File: src/rtl/shift_arbiter_seq.sv
// shift_arbiter_seq
//   Two-requester round-robin front end feeding a bit-serial shifter. One
//   operation is held at a time: it is accepted in IDLE, shifted one bit per
//   cycle in SHIFT, and presented in DONE until the consumer takes it.
//
// Handshake: a transfer happens on any rising edge where valid && ready are
//   both high. reqX_ready is combinational, is high only in IDLE for the
//   granted requester, and is never high while rstb is low. res_valid stays
//   high, with res_z/res_id held stable, until res_ready is seen.
//
// Ports
//   clk, rstb                      clock, synchronous active-low reset
//   reqX_valid/ready               request handshake, X = 0, 1
//   reqX_a, reqX_shamt, reqX_op    operand, shift amount, op
//                                  (00 SLL, 01 SRL, 10 SRA, 11 pass)
//   res_valid/ready, res_z, res_id result handshake, data, owning requester
//   busy                           high whenever the FSM is not IDLE
//   dbg_state                      FSM state (0 IDLE, 1 SHIFT, 2 DONE)
module shift_arbiter_seq #(
    parameter int N   = 32,
    parameter int SHW = 5
) (
    input  logic           clk,
    input  logic           rstb,
    input  logic           req0_valid,
    output logic           req0_ready,
    input  logic [N-1:0]   req0_a,
    input  logic [SHW-1:0] req0_shamt,
    input  logic [1:0]     req0_op,
    input  logic           req1_valid,
    output logic           req1_ready,
    input  logic [N-1:0]   req1_a,
    input  logic [SHW-1:0] req1_shamt,
    input  logic [1:0]     req1_op,
    output logic           res_valid,
    input  logic           res_ready,
    output logic [N-1:0]   res_z,
    output logic           res_id,
    output logic           busy,
    output logic [1:0]     dbg_state
);

    typedef enum logic [1:0] {
        S_IDLE  = 2'd0,
        S_SHIFT = 2'd1,
        S_DONE  = 2'd2
    } state_t;

    localparam logic [1:0] OP_SLL  = 2'b00;
    localparam logic [1:0] OP_SRL  = 2'b01;
    localparam logic [1:0] OP_SRA  = 2'b10;
    localparam logic [1:0] OP_PASS = 2'b11;

    state_t         state_q, state_d;
    logic [N-1:0]   acc_q, acc_d;
    logic [SHW-1:0] cnt_q, cnt_d;
    logic [1:0]     op_q, op_d;
    logic           id_q, id_d;
    logic           last_grant_q, last_grant_d;

    logic           gnt0, gnt1;
    logic           sel;
    logic [N-1:0]   sel_a;
    logic [SHW-1:0] sel_shamt;
    logic [1:0]     sel_op;

    // Round robin: a lone valid wins; on a tie the requester not granted
    // last time wins (last_grant resets to 1 so req0 takes the first tie).
    always_comb begin
        gnt0 = req0_valid && (!req1_valid || last_grant_q);
        gnt1 = req1_valid && (!req0_valid || !last_grant_q);
        req0_ready = rstb && (state_q == S_IDLE) && gnt0;
        req1_ready = rstb && (state_q == S_IDLE) && gnt1;
    end

    always_comb begin
        sel       = req1_ready;
        sel_a     = sel ? req1_a     : req0_a;
        sel_shamt = sel ? req1_shamt : req0_shamt;
        sel_op    = sel ? req1_op    : req0_op;
    end

    always_comb begin
        state_d      = state_q;
        acc_d        = acc_q;
        cnt_d        = cnt_q;
        op_d         = op_q;
        id_d         = id_q;
        last_grant_d = last_grant_q;
        case (state_q)
            S_IDLE: begin
                if (req0_ready || req1_ready) begin
                    acc_d        = sel_a;
                    cnt_d        = sel_shamt;
                    op_d         = sel_op;
                    id_d         = sel;
                    last_grant_d = sel;
                    // Zero shift or pass-through has nothing to iterate.
                    if ((sel_shamt != '0) && (sel_op != OP_PASS))
                        state_d = S_SHIFT;
                    else
                        state_d = S_DONE;
                end
            end
            S_SHIFT: begin
                case (op_q)
                    OP_SLL:  acc_d = {acc_q[N-2:0], 1'b0};
                    OP_SRL:  acc_d = {1'b0, acc_q[N-1:1]};
                    OP_SRA:  acc_d = {acc_q[N-1], acc_q[N-1:1]};
                    default: acc_d = acc_q;
                endcase
                cnt_d = cnt_q - 1'b1;
                if (cnt_q == SHW'(1))
                    state_d = S_DONE;
            end
            S_DONE: begin
                if (res_ready)
                    state_d = S_IDLE;
            end
            default: state_d = S_IDLE;
        endcase
    end

    always_ff @(posedge clk) begin
        if (!rstb) begin
            state_q      <= S_IDLE;
            acc_q        <= '0;
            cnt_q        <= '0;
            op_q         <= OP_SLL;
            id_q         <= 1'b0;
            last_grant_q <= 1'b1;
        end else begin
            state_q      <= state_d;
            acc_q        <= acc_d;
            cnt_q        <= cnt_d;
            op_q         <= op_d;
            id_q         <= id_d;
            last_grant_q <= last_grant_d;
        end
    end

    // All result-side outputs come straight from flops.
    assign res_valid = (state_q == S_DONE);
    assign res_z     = acc_q;
    assign res_id    = id_q;
    assign busy      = (state_q != S_IDLE);
    assign dbg_state = state_q;

endmodule

File: config.mk
export PLATFORM = sky130hd
export DESIGN_NAME = shift_arbiter_seq
export DESIGN_NICKNAME = d
export VERILOG_FILES = /design/src/rtl/shift_arbiter_seq.sv
export SDC_FILE = /design/constraint.sdc
export NUM_CORES = 1
export LEC_CHECK = 0
export CAP_MARGIN = 15
export CELL_PAD_IN_SITES_DETAIL_PLACEMENT = 0
export CELL_PAD_IN_SITES_GLOBAL_PLACEMENT = 1
export CORE_MARGIN = 1
export CORE_UTILIZATION = 33
export CTS_CLUSTER_SIZE = 14
export DETAILED_ROUTE_END_ITERATION = 10
export PLACE_DENSITY_LB_ADDON = 0.1
export SYNTH_ARGS = -nofsm -noshare
export SYNTH_HDL_FRONTEND = slang
export SYNTH_SLANG_ARGS = --single-unit
File: constraint.sdc
create_clock -name clk -period 3.46 [get_ports clk]
set_input_delay 1.038 -clock clk [delete_from_list [all_inputs] [get_ports clk]]
set_output_delay 1.038 -clock clk [all_outputs]
set_load 0.05 [all_outputs]
# Word level (Yosys, flattened, before mapping)
# Index checks and enable logic that the tools add are counted.
# W data, S select, Z words.
totals:
  ff_bits: 43
op_classes:
  n_addsub: 1
  n_eq_ne: 12
  n_mux: 13
  reduce_logical: 22
ops:
  columns: ["op", "count"]
  rows:
  - ["$pmux W32 S3", 1]
  - ["$mux W32", 2]
  - ["$pmux W32 S2", 1]
  - ["$mux W2", 5]
  - ["$mux W5", 2]
  - ["$pmux W5 S2", 1]
  - ["$logic_and A1 B1 Y1", 6]
  - ["$ne A2 B2 Y1 const B", 3]
  - ["$pmux W2 S3", 1]
  - ["$reduce_and A3 Y1", 2]
  - ["$eq A5 B1 Y1 const B", 1]
  - ["$reduce_bool A5 Y1", 1]
  - ["$sub A5 B1 Y5 const B", 1]
  - ["$eq A2 B1 Y1 const B", 2]
  - ["$eq A2 B2 Y1 const B", 2]
  - ["$logic_not A2 Y1", 2]
  - ["$ne A2 B1 Y1 const B", 2]
  - ["$ne A4 B1 Y1 const B", 1]
  - ["$reduce_and A2 Y1", 2]
  - ["$reduce_and A4 Y1", 1]
  - ["$reduce_bool A2 Y1", 2]
  - ["$logic_not A1 Y1", 3]
  - ["$logic_or A1 B1 Y1", 3]
  - ["$ne A3 B1 Y1 const B", 1]

# Depth between registers and ports, before layout
logic_depth:
  ltp_word: 10
  mapped_depth: 7

# Worst setup path after synthesis
# Ideal clock, no wire load.
synth_path:
  kind: "input-to-output"
  start: "in rstb"
  end: "out req0_ready"
  arrival_time_ps: 2145
  setup_slack_ps: 277
  path_stages: 3
  path_buffers: 1
  cell_sequence: "nor3b_4 clkbuf_1 and3_1"
synth_between:
  elab_chain_len: 2
synth_lines:
  columns: ["item", "line", "text"]
  rows:
  - ["from (decl)", "24", "input logic rstb,"]
  - ["$logic_and A1 B1 Y1 (2 in series)", "72", "req0_ready = rstb && (state_q == S_IDLE) && gnt0;"]
  - ["to (decl)", "26", "output logic req0_ready,"]
# No other way between the ends.

# Final worst setup path
# Same ends and word-level chain as after synthesis.

==> impl_metrics.py <==
metrics = {
    "timing": {
        "finalMaxSlewViolations": 0,
        "worst_pin_slew_ns": 1.00,
        "finalSetupViolCount": 0,
        "worst_slack_ns": 0.192,
        "finalSetupTns_ns": 0,
        "fin_crit_ns": 3.27,
        "fin_hold_ws_ns": 0.465,
        "fmax_mhz": 306,
        "rsz0062_at_grt": "false",
        "final-hold-violation-count": 0,
        "fin_skew_ns": 0.00359,
        "finalCritPeriodShare": 0.945,
        "slew_headroom": 0.330,
    },
    "clock_network": {
        "clk_latency_ns": 0.29,
        "root_buffer": "clkbuf_8",
        "hold_buffers": 0,
        "cts_buffer_depth": 2,
        "cts_resized": 0,
        "numCtsBuffers": 5,
        "cts_setup_buffers": 0,
        "clock-sinks": 43,
        "cts_tree": "yes",
        "cts_max_level": 2,
        "cts.clk_slew.worst_paths_ns": 0.08,
    },
    "route": {
        "wl_per_cell_um": 16.6,
        "drt_wl_total_mm": 8.83,
        "drt_iter0_markers": 102,
        "vias_per_cell": 5.69,
        "vias": 3032,
        "drc": 0,
        "drt-pass1-iter-count": 4,
        "final_antenna_net_count": 0,
    },
    "synthesis": {
        "yosysSeqAreaShare": 0.310,
        "yosysWarnings": 0,
        "syn_area_um2": 2780,
        "syn-mean-instance-area_um2": 8.54,
        "synth_nets": 413,
        "synthCells": 325,
        "synth.distinct_cells": 43,
        "synth-seq-cells": 43,
    },
    "place": {
        "hpwl_mm": 5.85,
        "place_congestion": 0.789,
        "io_buffer_count": 121,
        "placed_area_um2": 4050,
        "dp_slack_ns": 0.207,
    },
    "grt": {
        "grt-ovfl-total": 0,
        "grt_pass1_wl_mm": 14.2,
        "grt_usage": 0.203,
        "antenna_found_initial": 0,
        "grt_max_degree": 63,
        "grt_pass1_vias": 2743,
    },
    "flow_run": {
        "timing.max_cap.violations": 0,
    },
    "layout": {
        "fin_nets": 515,
        "fin_util": 0.510,
        "area.growth.synth_to_final_pct": 50.1,
        "design_area_um2": 4170,
        "drive_above_1_share": 0.0654,
        "diodes": 0,
    },
    "worst_setup_path": {
        "worstPathRequired_ns": 2.42,
        "cp_cell_sequence": "clkdlybuf4s50_1 > nor3b_4 > and3_1 > buf_12",
        "arrival_ns": 2.23,
        "r2r_start": "dbg_state[0]",
        "path_max_fanout": 4,
        "rr_worst_depth": 5,
        "start_kind": "input pin",
        "path_class": "input pin to primary output",
        "worstSetupEndpointType": "primary output",
        "critical-path-slowest-cell": "clkdlybuf4s50_1",
        "reg2reg_to": "res_z[8]",
        "max_stage_delay_ns": 0.50,
        "reg2reg_setup_slack_ns": 1.40,
    },
    "floorplan": {
        "die_w_um": 93.7,
        "coreArea_um2": 8180,
        "die-area_um2": 8780,
        "io_pins": 122,
        "fp.dieH_um": 93.7,
        "fp-row-count": 33,
        "start_util": 0.340,
    },
    "outcome": {
        "status": "finished, final reports clean",
    },
    "hold_path": {
        "holdPathStages": 2,
        "min-delay-start": "res_id",
        "hold_end": "res_id",
        "min_path_type": "flip-flop to flip-flop",
    },
    "power_and_ir_drop": {
        "pwr_density_cell_nw_per_um2": 568,
        "leakage_uw": 0.00154,
        "max-vdd-ir-drop_v": 0.000220,
    },
}
==> per-stage QoR <==
step,cells,power [uW]
after detailed placement,524,2010
after global routing,533,2510
final,533,2360
after CTS,532,2380
after floorplan,325,1580
after global placement,524,2010
==> synthesized netlist by cell type (all sizes together) <==
master	n	area, um^2
a21boi	2	15.0
a21o	1	7.51
a21oi	6	30.0
a221o	30	300
a22oi	2	15.0
a32o	31	310
a41oi	1	8.76
and2	2	12.5
and3	2	12.5
and3b	1	8.76
buf	15	104
clkbuf	20	75.1
dfxtp	43	861
ha	5	62.6
inv	42	158
mux2i	7	70.1
nand2	5	18.8
nand2b	3	18.8
nand3	31	155
nand3b	1	7.51
nand4	3	18.8
nor2	4	15.0
nor2b	1	6.26
nor3	4	20.0
nor3b	1	18.8
o2111ai	1	8.76
o211ai	35	263
o21a	1	7.51
o21ai	9	45.0
o21bai	2	15.0
o22ai	2	12.5
o2bb2ai	3	26.3
o31ai	1	7.51
o41ai	1	8.76
or2	2	12.5
or3	1	6.26
or3b	1	8.76
or4	2	15.0
or4b	1	10.0
==> power by group <==
group | total [uW] | switching, uW | internal (uW) | leakage (uW)
logic | 1260 | 754 | 510 | 0.00113
clock network | 358 | 176 | 183 | 0.0000515
registers | 742 | 131 | 611 | 0.000355
==> area by class of cell <==
type,count,area (um^2)
inverter,42,158
multi-input combinational,205,1600
timing repair buffer,130,1320
sequential,43,861
fill,795,4010
tap,105,131
clock buffer,8,100
==> cells in the final DEF, fill, tap and decap left out, drive strengths merged, types with 6 or more instances in the layout <==
cell type,netlist,layout
mux2i,7,7
o21ai,9,9
buf,15,11
a32o,31,31
a221o,30,30
clkdlybuf4s50,0,119
a21oi,6,6
o211ai,35,35
inv,42,42
dfxtp,43,43
clkbuf,20,8
nand3,31,31
==> flip-flops by register name, indices dropped and copies added, names as in the netlist <==
register	cells
op_q	2
res_id	1
res_z	32
dbg_state	2
last_grant_q	1
cnt_q	5
==> metal layers <==
layer,global-route usage,up-vias,share of wire
li1,-,1477,-
met1,0.270,1464,0.47
met2,0.343,87,0.48
met3,0.0348,4,0.050
met4,0.0372,0,0.0059
met5,0,-,0
==> logic make-up after synthesis <==
logic type      Yosys count  synth area share
compound gates          128             0.389
fa+ha+maj                 5            0.0225
buf+inv                  77             0.121
simple gates             65             0.132
flops                    43             0.310
mux                       7            0.0252
==> critical path: cells and delay by family <==
| kind | cells | cell delay, ns |
|---|---|---|
| buffers and inverters | 2 | 0.65 |
| and+or+nand+nor | 2 | 0.54 |
==> worst max path at each step <==
stage / start / endpoint / slack, ns / cells after the start
2_1_floorplan: rstb / req0_ready / 0.28 / 3
3_3_place_gp: rstb / req0_ready / 0.21 / 4
3_5_place_dp: rstb / req0_ready / 0.21 / 4
4_1_cts: rstb / req0_ready / 0.18 / 4
5_1_grt: rstb / req0_ready / 0.11 / 4
6_report: rstb / req0_ready / 0.19 / 4
Power figures use the tool's default switching activity.
